File: config.mk
export PLATFORM = sky130hd
export DESIGN_NAME = wb_mem_responder
export DESIGN_NICKNAME = d
export VERILOG_FILES = /design/src/rtl/wb_mem_responder.sv
export SDC_FILE = /design/constraint.sdc
export NUM_CORES = 2
export LEC_CHECK = 0
export BUFFER_PORTS_ARGS = -buffer_cell sky130_fd_sc_hd__clkbuf_2
export CAP_MARGIN = 5
export CORE_MARGIN = 4
export CORE_UTILIZATION = 60
export CTS_BUF_LIST = sky130_fd_sc_hd__clkbuf_4 sky130_fd_sc_hd__clkbuf_8
export DETAILED_ROUTE_END_ITERATION = 16
export GPL_ROUTABILITY_DRIVEN = 0
export PLACE_DENSITY_LB_ADDON = 0.08
export SLEW_MARGIN = 10
export SYNTH_ARGS = -nofsm -noshare
export SYNTH_HDL_FRONTEND = slang
export SYNTH_SLANG_ARGS = --single-unit
File: constraint.sdc
create_clock -name i_clk -period 6.7 [get_ports i_clk]
set_input_delay 0.335 -clock i_clk [delete_from_list [all_inputs] [get_ports i_clk]]
set_output_delay 0.335 -clock i_clk [all_outputs]
set_load 0.02 [all_outputs]
File: src/rtl/wb_mem_responder.sv
`default_nettype none
// ============================================================================
// Module   : wb_mem_responder
// Purpose  : Pipelined Wishbone B4 RAM responder with DDR3-like stall timing.
// Revision : 1.0  initial release
// ============================================================================
module wb_mem_responder #(
  parameter int ADDR_BITS        = 8,
  parameter int DATA_BITS        = 8,
  parameter int AUX_WIDTH        = 16,
  parameter int LATENCY          = 3,
  parameter int INIT_CYCLES      = 16,
  parameter int REFRESH_INTERVAL = 64,
  parameter int REFRESH_CYCLES   = 8
) (
  input  logic                   i_clk,
  input  logic                   i_rst,
  input  logic                   i_wb_cyc,
  input  logic                   i_wb_stb,
  input  logic                   i_wb_we,
  input  logic [ADDR_BITS-1:0]   i_wb_addr,
  input  logic [DATA_BITS-1:0]   i_wb_data,
  input  logic [DATA_BITS/8-1:0] i_wb_sel,
  input  logic [AUX_WIDTH-1:0]   i_aux,
  output logic                   o_wb_stall,
  output logic                   o_wb_ack,
  output logic [DATA_BITS-1:0]   o_wb_data,
  output logic [AUX_WIDTH-1:0]   o_aux,
  output logic                   o_init_done
);

  localparam int SEL_BITS = DATA_BITS / 8;
  localparam int INIT_W   = (INIT_CYCLES > 1) ? $clog2(INIT_CYCLES) : 1;
  localparam int REF_MAX  = (REFRESH_INTERVAL > 0) ? REFRESH_INTERVAL - 1 : 0;
  localparam int REF_W    = (REF_MAX > 0) ? $clog2(REF_MAX + 1) : 1;
  localparam int RCYC_W   = (REFRESH_CYCLES > 1) ? $clog2(REFRESH_CYCLES) : 1;

  localparam logic [INIT_W-1:0] INIT_LAST  = INIT_W'(INIT_CYCLES - 1);
  localparam logic [REF_W-1:0]  REF_RELOAD = REF_W'(REF_MAX);
  localparam logic [RCYC_W-1:0] RCYC_LAST  = RCYC_W'(REFRESH_CYCLES - 1);

  typedef enum logic [1:0] {
    ST_INIT    = 2'd0,
    ST_RUN     = 2'd1,
    ST_DRAIN   = 2'd2,
    ST_REFRESH = 2'd3
  } state_t;

  state_t              state;
  logic [INIT_W-1:0]   init_cnt;
  logic [REF_W-1:0]    ref_cnt;
  logic [RCYC_W-1:0]   rcyc_cnt;

  logic [DATA_BITS-1:0] mem [2**ADDR_BITS];

  logic [LATENCY-1:0]   pipe_valid;
  logic [DATA_BITS-1:0] pipe_data [LATENCY];
  logic [AUX_WIDTH-1:0] pipe_aux  [LATENCY];

  logic                 accept;
  logic                 drained;
  logic [LATENCY-1:0]   valid_after;

  assign accept      = i_wb_cyc & i_wb_stb & ~o_wb_stall & ~i_rst;
  // Occupancy the pipeline will have after this edge; the last stage leaves as an ack.
  assign valid_after = pipe_valid << 1;
  assign drained     = ~i_wb_cyc | (valid_after == '0);

  always_ff @(posedge i_clk) begin
    if (accept && i_wb_we) begin
      for (int b = 0; b < SEL_BITS; b++) begin
        if (i_wb_sel[b]) mem[i_wb_addr][b*8 +: 8] <= i_wb_data[b*8 +: 8];
      end
    end
  end

  always_ff @(posedge i_clk) begin
    pipe_data[0] <= i_wb_we ? '0 : mem[i_wb_addr];
    pipe_aux[0]  <= i_aux;
    for (int s = 1; s < LATENCY; s++) begin
      pipe_data[s] <= pipe_data[s-1];
      pipe_aux[s]  <= pipe_aux[s-1];
    end
  end

  always_ff @(posedge i_clk) begin
    if (i_rst) begin
      pipe_valid <= '0;
      o_wb_ack   <= 1'b0;
      o_wb_data  <= '0;
      o_aux      <= '0;
    end else begin
      // A low cyc kills every in-flight entry, including the one about to ack.
      pipe_valid <= i_wb_cyc ? (valid_after | LATENCY'(accept)) : '0;
      o_wb_ack   <= i_wb_cyc & pipe_valid[LATENCY-1];
      if (i_wb_cyc && pipe_valid[LATENCY-1]) begin
        o_wb_data <= pipe_data[LATENCY-1];
        o_aux     <= pipe_aux[LATENCY-1];
      end
    end
  end

  always_ff @(posedge i_clk) begin
    if (i_rst) begin
      state       <= ST_INIT;
      o_wb_stall  <= 1'b1;
      o_init_done <= 1'b0;
      init_cnt    <= '0;
      ref_cnt     <= REF_RELOAD;
      rcyc_cnt    <= '0;
    end else begin
      case (state)
        ST_INIT: begin
          if (init_cnt == INIT_LAST) begin
            state       <= ST_RUN;
            o_wb_stall  <= 1'b0;
            o_init_done <= 1'b1;
          end else begin
            init_cnt <= init_cnt + 1'b1;
          end
        end
        ST_RUN: begin
          if (REFRESH_INTERVAL != 0 && ref_cnt == '0) begin
            state      <= ST_DRAIN;
            o_wb_stall <= 1'b1;
            ref_cnt    <= REF_RELOAD;
          end else begin
            ref_cnt <= ref_cnt - 1'b1;
          end
        end
        ST_DRAIN: begin
          if (drained) begin
            state    <= ST_REFRESH;
            rcyc_cnt <= '0;
          end
        end
        ST_REFRESH: begin
          if (rcyc_cnt == RCYC_LAST) begin
            state      <= ST_RUN;
            o_wb_stall <= 1'b0;
          end else begin
            rcyc_cnt <= rcyc_cnt + 1'b1;
          end
        end
        default: begin
          state      <= ST_INIT;
          o_wb_stall <= 1'b1;
        end
      endcase
    end
  end

endmodule
`default_nettype wire
### Word-level counts from Yosys, hierarchy flattened

Memory sizes are Yosys's and may differ from the RTL's. A register that Yosys moved wholly into a read port is not among the register bits.
Cells that the tools add are included.

* output and inout port bits: 27
* memory bits (writable): 2120
* memories kept: 3
* register bits: 21

Memory list
* mem: words 256, width 8, rd ports 1, clocked after memory_dff 0, wr ports 1, RTL line 54 `logic [DATA_BITS-1:0] mem [2**ADDR_BITS];`
* pipe_aux: words 3, width 16, rd ports 3, clocked after memory_dff 1, wr ports 3, RTL line 58 `logic [AUX_WIDTH-1:0] pipe_aux [LATENCY];`
* pipe_data: words 3, width 8, rd ports 3, clocked after memory_dff 1, wr ports 3, RTL line 57 `logic [DATA_BITS-1:0] pipe_data [LATENCY];`

* bitwise gates (word level): 10
* equal/unequal tests: 10
* add/subtract/negate cells: 3
* muxes and demuxes: 17
* reduce and logical (&&, ||, !) cells: 13

Operators by type and width (count)
* $ne A2 B2 Y1 const B: 5
* $mux W2: 4
* $mux W8: 1
* $pmux W2 S4: 1
* $reduce_and A4 Y1: 2
* $logic_not A6 Y1: 1
* $mux W1: 6
* $mux W3: 2
* $mux W6: 1
* $pmux W3 S2: 1
* $sub A6 B1 Y6 const B: 1
* $add A4 B1 Y4 const B: 1
* $and A1 B1 Y1: 4
* $eq A2 B2 Y1 const B: 2
* $eq A4 B4 Y1 const B: 1
* $not A1 Y1: 4
* $reduce_and A2 Y1: 2
* $add A3 B1 Y3 const B: 1
* $eq A3 B3 Y1 const B: 1
* $logic_not A3 Y1: 1
* $or A3 B1 Y3: 1
* $pmux W1 S3: 1
* $reduce_and A3 Y1: 1
* $reduce_bool A3 Y1: 1
* 6 further kinds: 7

### Logic depth before layout (Yosys ltp)

* word-level depth: 6
* mapped depth: 12
* gate-level depth less buffers: 8

### Worst setup path before layout

No wires, ideal clock.

* path kind: in2reg
* from: in i_wb_addr[2]
* to: mem mem[103][0] (enable)
* cell stages on the path: 8
* path buffers: 5
* setup time: 370 ps
* slack: 4077 ps
* required time: 6330 ps
* arrival: 2253 ps
* cells stage by stage: buf_2 nor2b_1 clkbuf_1 clkbuf_1 buf_1 nand2_1 clkbuf_1 nor2_1

RTL lines
* start, declared: RTL line 21 `input logic [ADDR_BITS-1:0] i_wb_addr,`
* end, declared: RTL line 54

No word-level cell before the write port.

### Final worst setup path

* from: in i_rst
* to: mem mem[128][0] (enable)

* longest elaborated chain between the ends: 5

RTL lines
* start, declared: RTL line 17 `input logic i_rst,`
* $not A1 Y1: RTL line 64 `assign accept = i_wb_cyc & i_wb_stb & ~o_wb_stall & ~i_rst;`
* $and A1 B1 Y1: RTL line 64
* $logic_and A1 B1 Y1: RTL line 70 `if (accept && i_wb_we) begin`
* $mux W1: RTL line 70
* $mux W1 (not written as such): RTL line 72 `if (i_wb_sel[b]) mem[i_wb_addr][b*8 +: 8] <= i_wb_data[b*8 +: 8];`

No other way between the ends.

==> metrics.txt <==
outcome complete, no violations; H-tree depth 5; vias in the first global route 42200; synthesized area per cell 19.7 µm²; # IOs 65; Vias/cell 6.40; CTS Buf Count 350; Yosys reg bits 2165; filler cell count 9002; Tightest Pin Transition 1110 ps; Final Hold Vio Count 0; Mapped Cells 4228; RSZ-0062 raised after global routing false; Worst Hold Slack 123 ps; die span in y 380 µm; Die ar. 145000 µm²; Syn Nets 4277; register area 63800 µm²; DR DRC count 0; FP Rows 136; Initial DRT Pass Iterations 8; Max FO, Critical Path 42; pwr dens 292 nW/µm²; Crit Path Class in2reg; Post-synth ARST share 0%; Most used DFF post-synth edfxtp_1; core box area 138000 µm²; Hold Crit Class in2reg; Clock Path Buffers 4; slew margin rel. 25.8%; simple-gate share of the synthesized area 3.48%; Min Clock Period, post-route 4060 ps; Area Overhead vs Synth 10.7%; first-pass GRT wire length 287000 µm; initial DRC count 4484; Distinct cells, synth 68; Post-DP HPWL 115000 µm; max-slew violations 0; drt total wl 195000 µm; largest net degree at the start of global routing 139; combinational family with the most area after synthesis multiplexers; Tot GR Track Use 27.1%; Compound-Gate Fraction of Synth Area 3.46%; clk slew on worst S/H paths 70 ps; Peak VDD IR 0.210 mV; Post-synth EDFFs 2048; worst endpoint required time 7300 ps; initial antenna violation count 10; Final nets 4559; synthesized area 83200 µm²; CTS tree yes; Routed Antenna Nets 0; max_cap viols 0; final setup TNS 0 ps; xor and xnor fraction of the mapped netlist area 0.0211%; Static Leakage 29.7 nW; CTS Sinks 2165; via count 41900; YS warnings 0; post-synthesis adder-cell area fraction 0.165%; GRT overflow 0; Die W 380 µm; Critical Path End Type flop; clock skew 36.8 ps; wire length per cell 29.8 µm; CP startpoint kind input port; CTS Root Cell clkbuf_8; Fmax achieved 0.247 GHz; final setup vio count 0; Clock Latency Late Sink 980 ps; mux cell area share after synthesis 14.3%; Tcrit/Tclk final 60.5%; layout cells sized above 1 22.9%; multi-input logic area 17900 µm²; I/O Buffers 64; register area share after synthesis 76.8%; arrival time worst endpoint 4650 ps; initial core utilization 60.4%
state kept, by name (all words and copies together) (netlist names):
name	count
state	2
init_cnt	4
rcyc_cnt	3
o_wb_data	8
mem	2048
ref_cnt	6
o_wb_stall	1
pipe_valid	3
o_wb_ack	1
pipe_aux	48
pipe_data	24
o_aux	16
o_init_done	1
synthesized netlist by cell type (52+ instances only):
library cell | number | area share, %
edfxtp_1 | 2048 | 74
mux4_2 | 388 | 11
nor2_1 | 322 | 1.5
mux2i_1 | 304 | 3.7
nand2_1 | 164 | 0.74
dfxtp_1 | 117 | 2.8
a22oi_1 | 102 | 0.92
clkbuf_1 | 86 | 0.39
buf_2 | 78 | 0.47
nand3_1 | 74 | 0.45
a21oi_1 | 67 | 0.40
o21ai_0 | 65 | 0.39
o22ai_1 | 54 | 0.41
buf_4 | 52 | 0.47
layout by cell type, fill, tap and decap left out, drive strengths merged, types with 6 or more instances in the layout:
cell / n
o211a: 7
a221oi: 31
nand4: 12
nand2b: 13
nand3: 74
a22oi: 102
and4b: 6
a21o: 9
diode: 7
and4: 6
mux2i: 304
mux2: 13
a31oi: 10
clkbuf: 543
nor2b: 20
buf: 82
clkinv: 91
a211oi: 7
nor3: 8
inv: 13
mux4: 388
dlygate4sd3: 44
dfxtp: 117
o22ai: 54
and2: 8
o21ai: 71
edfxtp: 2048
o311ai: 7
o32ai: 7
a21oi: 67
o2111ai: 8
nand2: 164
ha: 11
o211ai: 22
nor2: 322
a22o: 6
or3: 8
stage by stage:
stage               area (µm²)  setup slack (ps)  instances  utilization [%]  power (W)
floorplan                83200              4080       4228                -     0.0158
global placement         85100              2190       5908             61.8     0.0163
detailed placement       85100              2100       5908             61.8     0.0163
CTS                      92000              2620       6539             66.9     0.0270
global route             92000              2450       6542             66.9     0.0277
finish                   92000              2640       6546             66.9     0.0269
final cells by class:
cell class	count	share of cell area [%]
flip-flops and latches	2165	69.4
multi-input cells	1801	19.4
repair buffers	177	1.60
well taps	1794	2.44
clock inverters	95	0.552
clock buffers	492	6.53
diodes	7	0.0190
inverters	15	0.0612
worst max-delay path: stages:
cell           delay (ps)
dlygate4sd3_1         530
clkbuf_2              100
buf_4                 250
nor2b_1               260
and3b_1               310
nand3_1               490
nor2_1                420
nand2_1               730
buf_4                 490
nor2_1                690
logic make-up after synthesis:
group | Yosys count
compound gates | 423
fa+ha+maj | 11
flops | 2165
simple gates | 660
mux | 705
xor+xnor | 2
buf+inv | 262
final timing paths:
kind / start / end / slack (ps) / depth (start not counted)
hold reg to reg: pipe_aux[1][15]$_DFF_P_ / pipe_aux[2][15]$_DFF_P_ / 320 / 0
setup / recovery: i_rst / mem[128][0]$_DFFE_PP_ / 2640 / 10
setup reg to reg: o_wb_stall$_SDFFE_PP1P_ / mem[128][0]$_DFFE_PP_ / 2770 / 6
hold / removal: i_wb_data[6] / mem[243][6]$_DFFE_PP_ / 120 / 1
where the power goes:
group / switching (W) / internal, W / total [W]
Sequential: 0.0000254 / 0.0148 / 0.0149
Combinational: 0.000807 / 0.000419 / 0.00123
Clock: 0.00490 / 0.00588 / 0.0108
Total: 0.00573 / 0.0211 / 0.0269
per-layer routing:
layer	vias to the layer above	global-route usage (%)	part of all wire, %
li1	17800	-	-
met5	-	0	0
met1	21800	39.0	41
met3	371	5.04	7.8
met4	0	7.60	2.6
met2	1870	43.3	49
timing repair:
item | 4_1_cts | 5_1_grt
gates resized for setup | 0 | 0
hold endpoints to repair | 716 | 0
hold buffers | 44 | 0
buffers inserted | 0 | 0
Power figures use the tool's default switching activity.
